[config.mk]
export PLATFORM = sky130hd
export DESIGN_NAME = k16_mem_arbiter
export DESIGN_NICKNAME = d
export VERILOG_FILES = /design/src/rtl/k16_mem_arbiter.sv
export SDC_FILE = /design/constraint.sdc
export NUM_CORES = 1
export LEC_CHECK = 0
export CORE_MARGIN = 8
export CORE_UTILIZATION = 32
export CTS_CLUSTER_DIAMETER = 50
export DETAILED_ROUTE_END_ITERATION = 7
export GPL_TIMING_DRIVEN = 0
export PLACE_DENSITY = 0.76
export REMOVE_ABC_BUFFERS = 1
export SLEW_MARGIN = 30
export SYNTH_ARGS = -nofsm -noshare
export SYNTH_HDL_FRONTEND = slang
export SYNTH_SLANG_ARGS = --single-unit
[constraint.sdc]
create_clock -name clk -period 1.5 [get_ports clk]
set_input_delay 0.225 -clock clk [delete_from_list [all_inputs] [get_ports clk]]
set_output_delay 0.225 -clock clk [all_outputs]
set_load 0.05 [all_outputs]
[src/rtl/k16_mem_arbiter.sv]
// k16_mem_arbiter: shares one single-port synchronous RAM between the K16 CPU
// and the video fetch unit. Video wins a contended clock unless the CPU has
// already lost STARVE_LIMIT contended clocks in a row. Read data returns one
// clock after the grant and is steered by an owner register.
module k16_mem_arbiter #(
    parameter int STARVE_LIMIT = 4
) (
    input  logic        clk,
    input  logic        reset,
    input  logic        cpu_req,
    input  logic [15:0] cpu_address,
    input  logic [15:0] cpu_data_out,
    input  logic        cpu_write,
    output logic        cpu_hold,
    output logic [15:0] cpu_data_in,
    input  logic        vid_req,
    input  logic [15:0] vid_address,
    output logic        vid_ack,
    output logic [15:0] vid_data,
    output logic        vid_valid,
    output logic [15:0] mem_address,
    output logic [15:0] mem_data_out,
    output logic        mem_write,
    input  logic [15:0] mem_data_in,
    output logic [15:0] stall_count
);

    localparam int CW = (STARVE_LIMIT < 1) ? 1 : $clog2(STARVE_LIMIT + 1);
    localparam logic [CW-1:0] LIMIT = CW'(STARVE_LIMIT);

    typedef enum logic [1:0] {
        OWN_NONE = 2'd0,
        OWN_CPU  = 2'd1,
        OWN_VID  = 2'd2
    } owner_t;

    owner_t        owner;
    owner_t        owner_next;
    logic          owner_write;
    logic [CW-1:0] starve_cnt;
    logic [CW-1:0] starve_next;
    logic [15:0]   hold_reg;
    logic          cpu_grant;
    logic          vid_grant;

    // Pick at most one winner this clock; nothing is granted while in reset
    always_comb begin
        cpu_grant = 1'b0;
        vid_grant = 1'b0;
        if (reset) begin
            if (cpu_req && vid_req) begin
                if (starve_cnt == LIMIT) begin
                    cpu_grant = 1'b1;
                end else begin
                    vid_grant = 1'b1;
                end
            end else begin
                cpu_grant = cpu_req;
                vid_grant = vid_req;
            end
        end
    end

    // Route the winner onto the RAM port; idle clocks present the CPU address
    always_comb begin
        mem_address  = cpu_address;
        mem_data_out = cpu_data_out;
        mem_write    = 1'b0;
        if (vid_grant) begin
            mem_address  = vid_address;
            mem_data_out = 16'h0000;
        end else if (cpu_grant) begin
            mem_write = cpu_write;
        end
    end

    assign cpu_hold = reset & cpu_req & ~cpu_grant;
    assign vid_ack  = vid_grant;

    // Next owner and starvation count; the count only grows while video keeps winning
    always_comb begin
        owner_next  = OWN_NONE;
        starve_next = starve_cnt;
        if (cpu_grant) begin
            owner_next = OWN_CPU;
        end else if (vid_grant) begin
            owner_next = OWN_VID;
        end
        if (cpu_grant || !cpu_req) begin
            starve_next = '0;
        end else if (vid_grant && (starve_cnt != LIMIT)) begin
            starve_next = starve_cnt + 1'b1;
        end
    end

    // Arbitration state register
    always_ff @(posedge clk) begin
        if (!reset) begin
            owner       <= OWN_NONE;
            owner_write <= 1'b0;
            starve_cnt  <= '0;
        end else begin
            owner       <= owner_next;
            owner_write <= cpu_grant & cpu_write;
            starve_cnt  <= starve_next;
        end
    end

    // Keep the last CPU read result so a stalled CPU sees stable data
    always_ff @(posedge clk) begin
        if (!reset) begin
            hold_reg <= 16'h0000;
        end else if ((owner == OWN_CPU) && !owner_write) begin
            hold_reg <= mem_data_in;
        end
    end

    // Count stalled CPU clocks, sticking at all-ones instead of wrapping
    always_ff @(posedge clk) begin
        if (!reset) begin
            stall_count <= 16'h0000;
        end else if (cpu_hold && (stall_count != 16'hFFFF)) begin
            stall_count <= stall_count + 16'd1;
        end
    end

    // Steer the returning RAM word to whoever owned the previous clock; a
    // video return landing in a reset clock is dropped
    always_comb begin
        cpu_data_in = hold_reg;
        vid_valid   = 1'b0;
        vid_data    = 16'h0000;
        if (owner == OWN_CPU) begin
            cpu_data_in = mem_data_in;
        end
        if (reset && (owner == OWN_VID)) begin
            vid_valid = 1'b1;
            vid_data  = mem_data_in;
        end
    end

endmodule

==> flow_summary_export.csv, run 1 <==
group,metric,value,unit
cells_and_area,area_growth,133,%
route,drt-vias-per-instance,5.10,
route,drc_errors,0,
floorplan,die_h,100,um
yosys,synth.distinct_cells,38,
timing,timing.final.hold_violations,0,
yosys,synth_flop_cell,"dfxtp_1",
yosys,synthArstFlopShare,0,%
worst_setup_path,max_stage_delay,0.34,ns
clock_network,clkTransAtPathRegs,0.08,ns
floorplan,start_util,33.1,%
clock_network,h-tree-depth,2,
clock_network,hold_buffers,0,
cells_and_area,antenna_cells,0,
timing,finalSetupViolations,95,
worst_setup_path,path_class,"register to output port",
power_and_ir_drop,p_leak,2.20,nW
yosys,seq_area_frac_synth,33.6,%
yosys,yosys_warnings,0,
worst_setup_path,cp_slowest_cell,"dfxtp_2",
worst_setup_path,crit_fanout,6,
hold_path,hold_class,"input pin to register",
clock_network,clkLatencyLatePin,0.29,ns
worst_setup_path,cp-end-kind,"output port",
yosys,netlist.top_cell.by_area,"dfxtp_1",
yosys,synth.area.top_cells,"dfxtp_1, mux2_2, and2_1, nand2_1, a21oi_1",
worst_setup_path,worstPathRequired,1.27,ns
global_routing,grt_pass1_vias,2799,
floorplan,rows,30,
timing,slew_headroom,66.6,%
yosys,synth-seq-cells,38,
place,place.gp.congestion,0.773,
power_and_ir_drop,peakVddDrop,0.000513,V
place,post-place-ws,-2.53,ns
worst_setup_path,cp.arrival,1.73,ns
route,vias,2869,
yosys,synthTopCellsByCount,"nand2_1, dfxtp_1, and2_1",
floorplan,die_width,100,um
clock_network,cts_max_path_buffers,2,
worst_setup_path,path_cells,"inv_2 > ha_4 > nand3_4 > nand3_4 > buf_12 > mux2_4 > buf_8",
timing,clock_skew,0.00363,ns
timing,period_minus_slack,1.95,ns
cells_and_area,fin_nets,538,
clock_network,cts-buffers-inserted,5,
yosys,synth_top_area_share,33.6,%
route,postRouteAntennaNets,0,
status,violations,"negative setup slack",
route,drtIter0Drc,66,
yosys,syn_inst,265,
timing,setup_slack,-0.454,ns
floorplan,die_area,10000,sq um
power_and_ir_drop,power.density,572,nW/um^2
yosys,synth_edf_count,0,
global_routing,grt_max_degree,27,
global_routing,grt_overflow_total,0,
timing,whs,0.264,ns
place,io_buffers,152,
floorplan,coreArea,6830,sq um
timing,rsz0062_at_grt,"yes",
clock_network,clock-root-buffer,"clkbuf_8",
cells_and_area,drive_above_1_share,55.9,%
global_routing,grt_pass1_wl,14.9,mm
power_and_ir_drop,power,3.01,mW
yosys,syn_area_per_cell,8.54,sq um
timing,fin_tns_setup,-21.42,ns
place,dp_hpwl,6.28,mm
yosys,yosysMostFrequentCell,"nand2_1",
route,drtPass1Iterations,4,
flow_run,cap_violations,0,
timing,max_freq,512,MHz
floorplan,io_pins,153,
yosys,netlist_area,2260,sq um
worst_setup_path,startpoint_type,"register",
timing,fin_crit_sh,130,%
route,wl,11.1,mm
status,status,"finished with violations",
timing,final_max_slew_viol_count,0,
worst_setup_path,cpMostUsedCell,"nand3_4",
clock_network,clkSinkCount,38,
global_routing,grt_antenna_before_repair,0,
route,avgRoutedWirePerCell,19.6,um
global_routing,track_usage,18.6,%
clock_network,cts_tree,"built",
timing,tightest_slew,0.503,ns
==> metrics by stage <==
step / utilization [%] / cell area, sq um / instances
after floorplan: - / 2200 / 251
after global placement: 56.3 / 3840 / 499
after detailed placement: 56.6 / 3860 / 500
after CTS: 69.8 / 4770 / 542
after global routing: 77.2 / 5270 / 563
final: 77.2 / 5270 / 563
==> power by group <==
part	switching (mW)	total (mW)	internal (mW)	leakage, nW
Sequential	0.0136	1.03	1.02	0.319
Clock	0.376	0.747	0.371	0.0482
Combinational	0.640	1.24	0.596	1.83
Total	1.03	3.01	1.99	2.20
==> cell type report <==
class                           count  area [sq um]
Clock buffer                        7          86.3
Fill cell                         432          1560
Timing Repair Buffer              204          2320
Multi-Input combinational cell    210          1910
Inverter                            7          41.3
Tap cell                           96           120
Sequential cell                    38           800
Clock inverter                      1          5.00
==> final timing paths <==
check                             startpoint                           end  slack, ns  cells after the start
hold reg to reg     hold_reg[7]$_SDFFE_PN0P_      hold_reg[7]$_SDFFE_PN0P_       0.46                      2
setup reg to reg  starve_cnt[0]$_SDFFE_PP0P_  stall_count[14]$_SDFFE_PN0P_      -0.28                      7
hold / removal                         reset  stall_count[14]$_SDFFE_PN0P_       0.26                      2
setup / recovery  starve_cnt[0]$_SDFFE_PP0P_                mem_address[2]      -0.45                      7
==> logic make-up after synthesis <==
| family | after synthesis | share of synthesized area [%] |
|---|---|---|
| and+or+nand+nor | 128 | 32.7 |
| DFF | 38 | 33.6 |
| AOI/OAI and AO/OA | 37 | 9.62 |
| muxes | 37 | 18.1 |
| buffers and inverters | 21 | 3.87 |
| adders and majority gates | 3 | 1.66 |
| xor gates and xnor gates | 1 | 0.387 |
==> critical path, delay by kind of cell, from the launching register on <==
kind          cells  cell delay [ns]
flops             1             0.34
buf+inv           3             0.38
fa+ha+maj         1             0.17
simple gates      2             0.25
mux               1             0.30
==> layout by cell type (no fill, tap or decap), types with 3 or more instances in the layout <==
cell	n
buf_4	26
dfxtp_1	19
inv_2	3
nand4_4	3
a21oi_1	12
nand3_4	6
clkdlybuf4s50_1	65
dfxtp_4	6
dlygate4sd2_1	9
and2_4	20
buf_12	7
nand3_2	3
and3_1	3
mux2_2	7
buf_6	44
clkbuf_8	6
dfxtp_2	13
clkdlybuf4s15_2	4
clkdlybuf4s15_1	3
buf_8	43
or3_1	3
nand2_1	41
mux2i_1	5
a21oi_2	12
nor4_4	5
and2_1	14
nand4_1	4
nand2_2	5
nor2_1	3
mux2_4	25
or4_1	3
==> routing by layer <==
layer | global-route usage [%] | part of all wire (%) | vias up
met4 | 4.07 | 2.3 | 0
met2 | 35.8 | 54 | 112
met3 | 4.22 | 5.7 | 28
met5 | 0 | 0 | -
met1 | 19.8 | 38 | 1386
li1 | - | - | 1343
==> what timing repair did <==
action,in CTS,in global routing
cloned,4,2
endpoints found under the setup margin,117,106
buffers inserted,30,22
gates resized for setup,613,108
pin swaps,27,18
No activity file was read; power rests on OpenSTA's default activity.
==> run 2: changes to the inputs <==
--- a/config.mk
+++ b/config.mk
@@ -5,12 +5,13 @@
 export SDC_FILE = /design/constraint.sdc
 export NUM_CORES = 1
 export LEC_CHECK = 0
+export ABC_AREA = 1
 export CORE_MARGIN = 8
-export CORE_UTILIZATION = 32
+export CORE_UTILIZATION = 38
 export CTS_CLUSTER_DIAMETER = 50
 export DETAILED_ROUTE_END_ITERATION = 7
 export GPL_TIMING_DRIVEN = 0
-export PLACE_DENSITY = 0.76
+export PLACE_DENSITY = 0.83
 export REMOVE_ABC_BUFFERS = 1
 export SLEW_MARGIN = 30
 export SYNTH_ARGS = -nofsm -noshare
==> constraint.sdc (replaced) <==
create_clock -name clk -period 2.5 [get_ports clk]
set_input_delay 0.375 -clock clk [delete_from_list [all_inputs] [get_ports clk]]
set_output_delay 0.375 -clock clk [all_outputs]
set_load 0.05 [all_outputs]
==> run 2 against run 1 <==
Largest power group is now registers. Global-route usage about the same. The flow now finishes without violations. Critical path depth down 2. Count of clock-buffer cells in the layout unchanged. Die area down 9.1%. Critical endpoint is now cpu_data_in[13].
==> flow_summary_export.csv, run 2 <==
group,metric,value,unit
timing,fin_tns_setup,0,ns
floorplan,die_width,95.4,um
yosys,synthMuxAreaShare,0,%
global_routing,grt_pass1_wl,13.4,mm
worst_setup_path,crit_buf_inv,2,
cells_and_area,nFillCells,554,
worst_setup_path,path_cells,"inv_1 > nor2_4 > nand2_1 > o21ai_0 > clkdlybuf4s50_1",
cells_and_area,mostFrequentLayoutCell,"nand2_1",
yosys,syn_area_per_cell,5.90,sq um
yosys,yosys_warnings,0,
floorplan,io_pins,153,
yosys,synth-xor-area-share,0.365,%
place,io_buffers,152,
clock_network,cts_max_path_buffers,2,
yosys,yosysMostFrequentCell,"nand2_1",
cells_and_area,final_cells,628,
cells_and_area,layout_common_cells,"nand2_1, clkdlybuf4s50_1, nor2_1",
timing,final_max_slew_viol_count,0,
worst_setup_path,startpoint_type,"register",
power_and_ir_drop,power,1.61,mW
timing,finalSetupViolations,0,
worst_setup_path,cp-end-kind,"output port",
global_routing,grt_overflow_total,0,
global_routing,track_usage,18.6,%
yosys,synth_edf_count,0,
worst_setup_path,cp.arrival,2.09,ns
yosys,synthTopCellsByCount,"nand2_1, nor2_1, inv_1",
yosys,synth_top_family_by_area,"simple AND/OR/NAND/NOR gates",
clock_network,cts-buffers-inserted,5,
place,post_dp_cell_area,3930,sq um
worst_setup_path,crit_fanout,17,
clock_network,postCtsSetupBuffers,0,
yosys,synth_top_area_share,31.7,%
clock_network,h-tree-depth,2,
global_routing,grt_max_degree,36,
floorplan,coreArea,6240,sq um
worst_setup_path,max_stage_delay,0.84,ns
worst_setup_path,worstPathRequired,2.12,ns
power_and_ir_drop,peakVddDrop,0.000329,V
yosys,synth.area.top_cells,"dfxtp_1, nand2_1, nor2_1, inv_1, a21oi_1",
timing,period_minus_slack,2.47,ns
cells_and_area,fin_util,64.6,%
yosys,synth_compound_area_share,12.5,%
cells_and_area,design_area,4030,sq um
yosys,syn_inst,406,
cells_and_area,area_growth,68.2,%
timing,clock_skew,0.00926,ns
global_routing,grt_pass1_vias,2924,
clock_network,cts_tree,"built",
route,vias,2906,
clock_network,clkLatencyLatePin,0.28,ns
timing,timing.final.hold_violations,0,
timing,tightest_slew,0.594,ns
floorplan,start_util,38.4,%
place,dp.cells,619,
yosys,synth-seq-cells,38,
global_routing,grt_antenna_before_repair,1,
route,drt-vias-per-instance,4.63,
floorplan,die_h,95.4,um
power_and_ir_drop,power.density,399,nW/um^2
hold_path,hold_class,"register to register",
place,dp_hpwl,6.85,mm
timing,max_freq,405,MHz
status,status,"finished, final reports clean",
route,drc_errors,0,
floorplan,die_area,9110,sq um
yosys,synth_flop_cell,"dfxtp_1",
clock_network,clock-root-buffer,"clkbuf_8",
yosys,synth_simple_gate_area_share,40.0,%
worst_setup_path,path_class,"register to output port",
route,drtIter0Drc,144,
timing,slew_headroom,60.3,%
yosys,synthArstFlopShare,0,%
yosys,netlist.top_cell.by_area,"dfxtp_1",
floorplan,rows,29,
yosys,synthAdderAreaFrac,1.57,%
cells_and_area,drive_above_1_share,11.6,%
yosys,netlist_area,2400,sq um
worst_setup_path,cp_slowest_cell,"clkdlybuf4s50_1",
timing,rsz0062_at_grt,"yes",
route,avgRoutedWirePerCell,13.8,um
route,postRouteAntennaNets,0,
cells_and_area,fin_nets,622,
clock_network,clkSinkCount,38,
route,drtPass1Iterations,4,
clock_network,clkTransAtPathRegs,0.07,ns
timing,fin_crit_sh,98.7,%
flow_run,cap_violations,0,
route,wl,8.64,mm
place,place.gp.congestion,0.829,
worst_setup_path,cp_top_family,"buffers and inverters",
yosys,seq_area_frac_synth,31.7,%
yosys,synth.distinct_cells,25,
power_and_ir_drop,p_leak,2.11,nW
-- run 2: report_power, final --
group          internal [mW]  total (mW)  switching, mW
clock network          0.192       0.389          0.197
logic                  0.212       0.590          0.378
registers              0.622       0.629        0.00740
total                   1.03        1.61          0.583
-- run 2: path summary, 6_finish.rpt --
kind | start | end | slack [ns] | cells past startpoint
setup / recovery | owner[0]$_SDFF_PN0_ | cpu_data_in[13] | 0.03 | 5
hold / removal | hold_reg[15]$_SDFFE_PN0P_ | hold_reg[15]$_SDFFE_PN0P_ | 0.45 | 2
setup reg to reg | owner[0]$_SDFF_PN0_ | hold_reg[4]$_SDFFE_PN0P_ | 0.60 | 5
hold reg to reg | hold_reg[15]$_SDFFE_PN0P_ | hold_reg[15]$_SDFFE_PN0P_ | 0.45 | 2
-- run 2: worst min-delay path: cells and delay by family (launching register included) --
kind / cells / cell delay [ns]
AO/OA/AOI/OAI: 1 / 0.05
buffers and inverters: 1 / 0.05
flip-flops: 1 / 0.30
-- run 2: through the flow --
stage / hold slack (ns) / setup WS, ns
floorplan: 0.417 / 0.301
global placement: 0.427 / -1.53
detailed placement: 0.441 / -0.713
CTS: 0.450 / 0.00174
global route: 0.477 / -0.136
finish: 0.447 / 0.0332
-- run 2: final cells by class --
class | count | area, sq um | area share (%)
sequential | 38 | 761 | 18.9
multi-input combinational | 285 | 1330 | 32.9
inverter | 68 | 268 | 6.64
tap | 77 | 96.3 | 2.39
timing repair buffer | 152 | 1500 | 37.2
clock buffer | 7 | 76.3 | 1.89
antenna | 1 | 2.50 | 0.0621
-- run 2: layer usage --
metal / vias to the layer above / routed length [um] / share of wire (%) / track usage [%]
met4: 0 / 165 / 1.9 / 6.15
met1: 1275 / 3040 / 35 / 18.5
met3: 8 / 986 / 11 / 8.82
li1: 1511 / - / - / -
met2: 112 / 4450 / 52 / 33.4
met5: - / 0 / 0 / 0
-- run 2: cell families after synthesis --
logic type,after synthesis
xor gates and xnor gates,1
adders and majority gates,3
buffers and inverters,84
DFF,38
AOI/OAI and AO/OA,59
and+or+nand+nor,221
-- run 2: what timing repair did --
| item | in CTS | in global routing |
|---|---|---|
| gates cloned | 1 | 0 |
| endpoints found under the hold margin | 0 | 0 |
| gates resized for setup | 92 | 42 |
| hold buffers | 0 | 0 |
| setup endpoints to repair | 84 | 60 |
| pin swaps | 1 | 0 |
